$ cat src/rtl/dbg_led_panel_if.sv
// Board-side bundle for the debug LED panel: CPU debug taps and switches in,
// seven-segment and status LED drives out.
interface dbg_led_panel_if #(
  parameter int ADDR_W   = 12,
  parameter int SEL_W    = 3,
  parameter int N_DIGITS = 8
);
  logic                      run_sw;
  logic [SEL_W-1:0]          sel;
  logic [ADDR_W-1:0]         in_addr;
  logic [4*N_DIGITS-1:0]     pc;
  logic                      ins_valid;
  logic                      br_valid;
  logic                      br_taken;
  logic                      clr;
  logic                      freeze;
  logic [ADDR_W+SEL_W:0]     leds;
  logic [7:0]                seg;
  logic [N_DIGITS-1:0]       an;

  modport master (
    output run_sw, sel, in_addr, pc, ins_valid, br_valid, br_taken, clr, freeze,
    input  leds, seg, an
  );

  modport slave (
    input  run_sw, sel, in_addr, pc, ins_valid, br_valid, br_taken, clr, freeze,
    output leds, seg, an
  );
endinterface

$ cat src/rtl/dbg_led_panel.sv
// Debug panel: saturating pipeline event counters, a selectable display value
// and a time-multiplexed hex seven-segment scanner with a registered LED bar.
module dbg_led_panel #(
  parameter int ADDR_W   = 12,
  parameter int SEL_W    = 3,
  parameter int N_DIGITS = 8,
  parameter int SCAN_DIV = 50000
) (
  input logic          clk,
  input logic          reset,
  dbg_led_panel_if.slave bus
);
  localparam int DW    = 4 * N_DIGITS;
  localparam int IDX_W = (N_DIGITS > 1) ? $clog2(N_DIGITS) : 1;
  localparam int DIV_W = $clog2(SCAN_DIV);
  localparam logic [DIV_W-1:0] DIV_LAST = DIV_W'(SCAN_DIV - 1);
  localparam logic [IDX_W-1:0] IDX_LAST = IDX_W'(N_DIGITS - 1);

  logic [DW-1:0]         cyc_cnt, ins_cnt, br_cnt, tk_cnt;
  logic [DW-1:0]         disp_val, mux_val;
  logic [DIV_W-1:0]      div_cnt;
  logic [IDX_W-1:0]      idx, idx_next;
  logic                  div_wrap;
  logic [3:0]            nibble;
  logic [7:0]            seg_q;
  logic [N_DIGITS-1:0]   an_q;
  logic [ADDR_W+SEL_W:0] leds_q;

  function automatic logic [DW-1:0] sat_inc(input logic [DW-1:0] v);
    return (&v) ? v : v + DW'(1);
  endfunction

  function automatic logic [7:0] hex_seg(input logic [3:0] h);
    logic [7:0] p;
    case (h)
      4'h0: p = 8'hC0;  4'h1: p = 8'hF9;  4'h2: p = 8'hA4;  4'h3: p = 8'hB0;
      4'h4: p = 8'h99;  4'h5: p = 8'h92;  4'h6: p = 8'h82;  4'h7: p = 8'hF8;
      4'h8: p = 8'h80;  4'h9: p = 8'h90;  4'hA: p = 8'h88;  4'hB: p = 8'h83;
      4'hC: p = 8'hC6;  4'hD: p = 8'hA1;  4'hE: p = 8'h86;  default: p = 8'h8E;
    endcase
    return p;
  endfunction

  always_comb begin
    mux_val = '0;
    case (bus.sel[2:0])
      3'b000:  mux_val = DW'(bus.in_addr);
      3'b001:  mux_val = bus.pc;
      3'b010:  mux_val = cyc_cnt;
      3'b011:  mux_val = br_cnt;
      3'b100:  mux_val = tk_cnt;
      3'b101:  mux_val = ins_cnt;
      default: mux_val = '0;
    endcase
  end

  // seg and an are both loaded from the next digit index so they switch together
  always_comb begin
    div_wrap = (div_cnt == DIV_LAST);
    idx_next = idx;
    if (div_wrap) idx_next = (idx == IDX_LAST) ? '0 : idx + IDX_W'(1);
    nibble = disp_val[4*idx_next +: 4];
  end

  // clr outranks every increment, including the free-running cycle count
  always_ff @(posedge clk or negedge reset) begin
    if (!reset) begin
      cyc_cnt <= '0;
      ins_cnt <= '0;
      br_cnt  <= '0;
      tk_cnt  <= '0;
    end else if (bus.clr) begin
      cyc_cnt <= '0;
      ins_cnt <= '0;
      br_cnt  <= '0;
      tk_cnt  <= '0;
    end else if (bus.run_sw) begin
      cyc_cnt <= sat_inc(cyc_cnt);
      if (bus.ins_valid) ins_cnt <= sat_inc(ins_cnt);
      if (bus.br_valid) br_cnt <= sat_inc(br_cnt);
      if (bus.br_valid && bus.br_taken) tk_cnt <= sat_inc(tk_cnt);
    end
  end

  always_ff @(posedge clk or negedge reset) begin
    if (!reset) begin
      disp_val <= '0;
      div_cnt  <= '0;
      idx      <= '0;
      seg_q    <= 8'hC0;
      an_q     <= ~N_DIGITS'(1);
      leds_q   <= '0;
    end else begin
      if (!bus.freeze) disp_val <= mux_val;
      div_cnt <= div_wrap ? '0 : div_cnt + DIV_W'(1);
      idx     <= idx_next;
      seg_q   <= hex_seg(nibble);
      an_q    <= ~(N_DIGITS'(1) << idx_next);
      leds_q  <= {bus.run_sw, bus.in_addr, bus.sel};
    end
  end

  assign bus.seg  = seg_q;
  assign bus.an   = an_q;
  assign bus.leds = leds_q;
endmodule

$ cat src/flat_wrapper.sv
// flat-port wrapper written by rule: the top's interface ports become plain ports
module dbg_led_panel_flat 
#(
  parameter int ADDR_W   = 12,
  parameter int SEL_W    = 3,
  parameter int N_DIGITS = 8,
  parameter int SCAN_DIV = 50000
)
  (clk, reset, bus_run_sw, bus_sel, bus_in_addr, bus_pc, bus_ins_valid, bus_br_valid, bus_br_taken, bus_clr, bus_freeze, bus_leds, bus_seg, bus_an);
  dbg_led_panel_if #(.ADDR_W(ADDR_W), .SEL_W(SEL_W), .N_DIGITS(N_DIGITS)) bus_i ();
  input logic clk;
  input logic reset;
  input wire logic [$bits(bus_i.run_sw)-1:0] bus_run_sw;
  input wire logic [$bits(bus_i.sel)-1:0] bus_sel;
  input wire logic [$bits(bus_i.in_addr)-1:0] bus_in_addr;
  input wire logic [$bits(bus_i.pc)-1:0] bus_pc;
  input wire logic [$bits(bus_i.ins_valid)-1:0] bus_ins_valid;
  input wire logic [$bits(bus_i.br_valid)-1:0] bus_br_valid;
  input wire logic [$bits(bus_i.br_taken)-1:0] bus_br_taken;
  input wire logic [$bits(bus_i.clr)-1:0] bus_clr;
  input wire logic [$bits(bus_i.freeze)-1:0] bus_freeze;
  output wire logic [$bits(bus_i.leds)-1:0] bus_leds;
  output wire logic [$bits(bus_i.seg)-1:0] bus_seg;
  output wire logic [$bits(bus_i.an)-1:0] bus_an;
  assign bus_i.run_sw = bus_run_sw;
  assign bus_i.sel = bus_sel;
  assign bus_i.in_addr = bus_in_addr;
  assign bus_i.pc = bus_pc;
  assign bus_i.ins_valid = bus_ins_valid;
  assign bus_i.br_valid = bus_br_valid;
  assign bus_i.br_taken = bus_br_taken;
  assign bus_i.clr = bus_clr;
  assign bus_i.freeze = bus_freeze;
  assign bus_leds = bus_i.leds;
  assign bus_seg = bus_i.seg;
  assign bus_an = bus_i.an;
  dbg_led_panel #(.ADDR_W(ADDR_W), .SEL_W(SEL_W), .N_DIGITS(N_DIGITS), .SCAN_DIV(SCAN_DIV)) u_core (.clk(clk), .reset(reset), .bus(bus_i));
endmodule
$ cat config.mk
export PLATFORM = sky130hd
export DESIGN_NAME = dbg_led_panel_flat
export DESIGN_NICKNAME = d
export VERILOG_FILES = /design/src/rtl/dbg_led_panel_if.sv /design/src/rtl/dbg_led_panel.sv /design/src/flat_wrapper.sv
export SDC_FILE = /design/constraint.sdc
export NUM_CORES = 1
export LEC_CHECK = 0
export CORE_MARGIN = 5
export CORE_UTILIZATION = 35
export DETAILED_ROUTE_END_ITERATION = 8
export GPL_ROUTABILITY_DRIVEN = 1
export PLACE_DENSITY_LB_ADDON = 0.12
export SKIP_LAST_GASP = 1
export SYNTH_ARGS = -nofsm -noshare
export SYNTH_HDL_FRONTEND = slang
export SYNTH_SLANG_ARGS = --single-unit
$ cat constraint.sdc
create_clock -name clk -period 3.68 [get_ports clk]
set_clock_uncertainty 0.15 [all_clocks]
set_input_delay 0.92 -clock clk [delete_from_list [all_inputs] [get_ports clk]]
set_output_delay 0.92 -clock clk [all_outputs]
set_load 0.02 [all_outputs]
==> flow_metrics.py <==
metrics = {
    "pwr": {
        "p_clk_share_pct": 45.5,
        "swShare_pct": 24.26,
        "ir_drop_v": 0.0003307,
        "p_switching_mw": 1.265,
        "power.leakage_nw": 5.831,
        "power.total_mw": 5.214,
        "p_int_mw": 3.949,
        "power_frac_comb_pct": 8.7,
        "power_density_nw_per_um2": 372.8,
        "power_frac_seq_pct": 45.8,
    },
    "logic_synthesis": {
        "yosysWarnings": 0,
        "synth.cell_area_um2": 11440,
        "async_flop_share_pct": 100.0,
        "synthTopCellsByArea": "dfrtp_1 44%, xor2_1 6.2%, nor2_1 4.9%, mux2_2 4.4%, mux2i_1 3.7%",
        "synth-seq-cells": 210,
        "ys_types": 67,
        "syn_inst": 1151,
        "synth.top_cell.area_share_pct": 44.18,
        "yosysSeqAreaShare_pct": 46.01,
        "ys.flop_type": "dfrtp_1",
        "syn_nets": 1219,
        "synth-edff-count": 0,
        "yosysTopAreaCell": "dfrtp_1",
        "postSynthAreaPerCell_um2": 9.941,
    },
    "global_routing": {
        "grt_pass1_vias": 8940,
        "grt_pass1_wl_mm": 51.98,
        "overflow": 0,
        "grtUsageTotal_pct": 18.01,
        "antenna_found_initial": 0,
        "grt_start_max_net_pins": 82,
    },
    "critical_path": {
        "cp-start-kind": "flip-flop",
        "crit_path_end_kind": "flip-flop",
        "worstPathRequired_ns": 3.94,
        "arrival_ns": 3.84,
        "path_delay_family": "simple AND/OR/NAND/NOR gates",
        "crit_slowest_cell": "or4_4",
        "max_stage_delay_ns": 0.60,
        "cp_cell_sequence": "or4bb_4 -> or4_4 -> mux2_4 -> a221oi_4 -> a22oi_2 -> nand2_1 -> inv_1 -> ha_2 -> mux2_2 -> mux2_2",
        "critPathBufInv": 1,
        "crit_type": "reg -> reg",
        "crit_path_max_fanout": 6,
        "cp_common_cell": "mux2_2",
    },
    "cts": {
        "clk_pin_slew_worst_paths_ns": 0.06,
        "ctsHoldBuffers": 0,
        "clkLatencyLatePin_ns": 0.53,
        "cts-root-buf": "clkbuf_16",
        "h-tree-depth": 1,
        "cts.sinks": 210,
        "cts_made_buffers": 26,
        "cts_tree": "built",
        "max-clock-path-buffers": 3,
    },
    "timing": {
        "slew-limit-headroom_pct": 37.71,
        "finalHoldViolations": 0,
        "maxSlewViolCount": 0,
        "period_share_pct": 97.30,
        "whs_ns": 0.2357,
        "min_period_ns": 3.581,
        "worst_slew_pin_slew_ns": 0.9324,
        "setup_viol": 0,
        "fmax_mhz": 279.3,
    },
    "routing": {
        "wl_per_cell_um": 19.25,
        "drt_first_pass_iters": 5,
        "vias": 9081,
        "ant_nets": 0,
        "viasPerCell": 5.274,
        "drt_iter0_markers": 621,
        "drt_wl_total_mm": 33.14,
        "drc": 0,
    },
    "finish": {
        "fillers": 3209,
        "diodes": 0,
        "postLayoutCellArea_um2": 13990,
        "final_nets": 1330,
        "drive_above_1_share_pct": 14.61,
        "area_growth_pct": 22.24,
    },
    "floorplanning": {
        "ioPinCount": 87,
        "initial_core_util_pct": 35.35,
        "die_w_um": 190.8,
        "rows": 66,
        "core_area_um2": 32370,
        "die_y_um": 190.8,
        "die-area_um2": 36410,
    },
    "outcome": {
        "status": "finished, final reports clean",
    },
    "place": {
        "gp_congestion": 0.8448,
        "post-dp-hpwl_mm": 24.03,
        "place.port_buffers": 85,
        "place_area_um2": 13040,
    },
    "hold_path": {
        "hold_path_class": "in -> async",
    },
    "job": {
        "drv_cap": 0,
    },
}
-- cells in the final DEF (no fill, tap or decap), drive strengths merged, types with 6 or more instances in the layout --
cell type      instances
a21oi                 20
a221oi                 7
a22oi                 33
and2                  11
and3                  25
and4                  14
buf                   65
clkbuf                45
clkdlybuf4s50         80
dfrtp                202
dfstp                  8
ha                    13
inv                   25
mux2                  46
mux2i                 42
mux4                   7
nand2                 86
nand2b                 7
nand3                 45
nand4                 42
nor2                 149
nor2b                  6
nor3                  20
nor4                  15
o2111ai               12
o211ai                 7
o21ai                 43
o22a                  20
o22ai                 14
or3                   10
xnor2                 46
xor2                  81
-- metal layers --
metal  GRT usage (%)  vias up  part of all wire, %
li1                -     4343                    -
met1           27.12     4471                   49
met2           26.89      212                   44
met3           2.472       55                  4.2
met4           5.552        0                  3.1
met5               0        -                    0
-- layout make-up --
type	instances	area (um2)	share of cell area (%)
Inverter	26	98.84	0.7067
Multi-Input combinational cell	853	5937	42.45
Tap cell	442	553.0	3.954
Clock buffer	45	773.2	5.528
Sequential cell	210	5266	37.65
Timing Repair Buffer	145	1354	9.679
Clock inverter	1	5.005	0.03578
-- stage by stage --
stage	std cells	setup TNS [ns]	worst slack (ns)	util [%]
floorplan	1151	0	0.04206	-
global placement	1667	0	0.1024	40.29
detailed placement	1667	-0.008429	-0.008429	40.29
CTS	1713	0	0.03120	42.72
global route	1722	-0.01698	-0.01684	43.21
finish	1722	0	0.09950	43.21
-- logic make-up after synthesis --
logic type	after synthesis	share of synthesized area, %
simple gates	442	19.11
flops	210	46.01
compound gates	175	11.00
xor+xnor	127	9.721
mux	95	9.612
buf+inv	88	3.084
fa+ha+maj	13	1.422
other cells	1	0.03277
-- worst paths after layout --
check	startpoint	endpoint	slack, ns	cells past startpoint
max in group asynchronous	reset	u_core.br_cnt[24]	2.21	2
hold / removal	reset	u_core.bus.leds[0]	0.24	1
setup reg to reg	u_core.div_cnt[5]	u_core.bus.seg[5]	0.1	10
setup / recovery	u_core.div_cnt[5]	u_core.bus.seg[5]	0.1	10
hold reg to reg	u_core.div_cnt[0]	u_core.div_cnt[0]	0.30	1
min in group clk	u_core.div_cnt[0]	u_core.div_cnt[0]	0.30	1
-- cells in the mapped netlist, drive strengths merged (33+ instances only) --
| master | number |
|---|---|
| nand2 | 86 |
| nor2 | 149 |
| a22oi | 33 |
| nand4 | 42 |
| xor2 | 81 |
| dfrtp | 202 |
| clkbuf | 52 |
| xnor2 | 46 |
| o21ai | 43 |
| nand3 | 45 |
| mux2i | 42 |
| mux2 | 46 |
-- power groups by stage --
stage,sequential (mW),combinational [mW],clock (mW)
2_1_floorplan,2.43,0.196,0
3_3_place_gp,2.43,0.447,0
3_5_place_dp,2.42,0.450,0
4_1_cts,2.38,0.451,2.44
5_1_grt,2.39,0.494,2.54
6_report,2.39,0.452,2.37
-- timing repair --
action / in CTS / in global routing
setup buffers: 0 / 9
pin swaps: 0 / 7
gates cloned: 0 / 0
setup endpoints to repair: 1 / 4
gates resized for setup: 1 / 14
-- state kept, by name, summed over array words and instances (netlist names) --
| name | cells |
|---|---|
| u_core.br_cnt | 32 |
| u_core.cyc_cnt | 32 |
| u_core.disp_val | 32 |
| u_core.ins_cnt | 32 |
| u_core.tk_cnt | 32 |
| u_core.bus.leds | 16 |
| u_core.div_cnt | 16 |
| u_core.bus.an | 8 |
| u_core.bus.seg | 7 |
| u_core.idx | 3 |
Note: power is estimated with default switching activity, not from simulation.
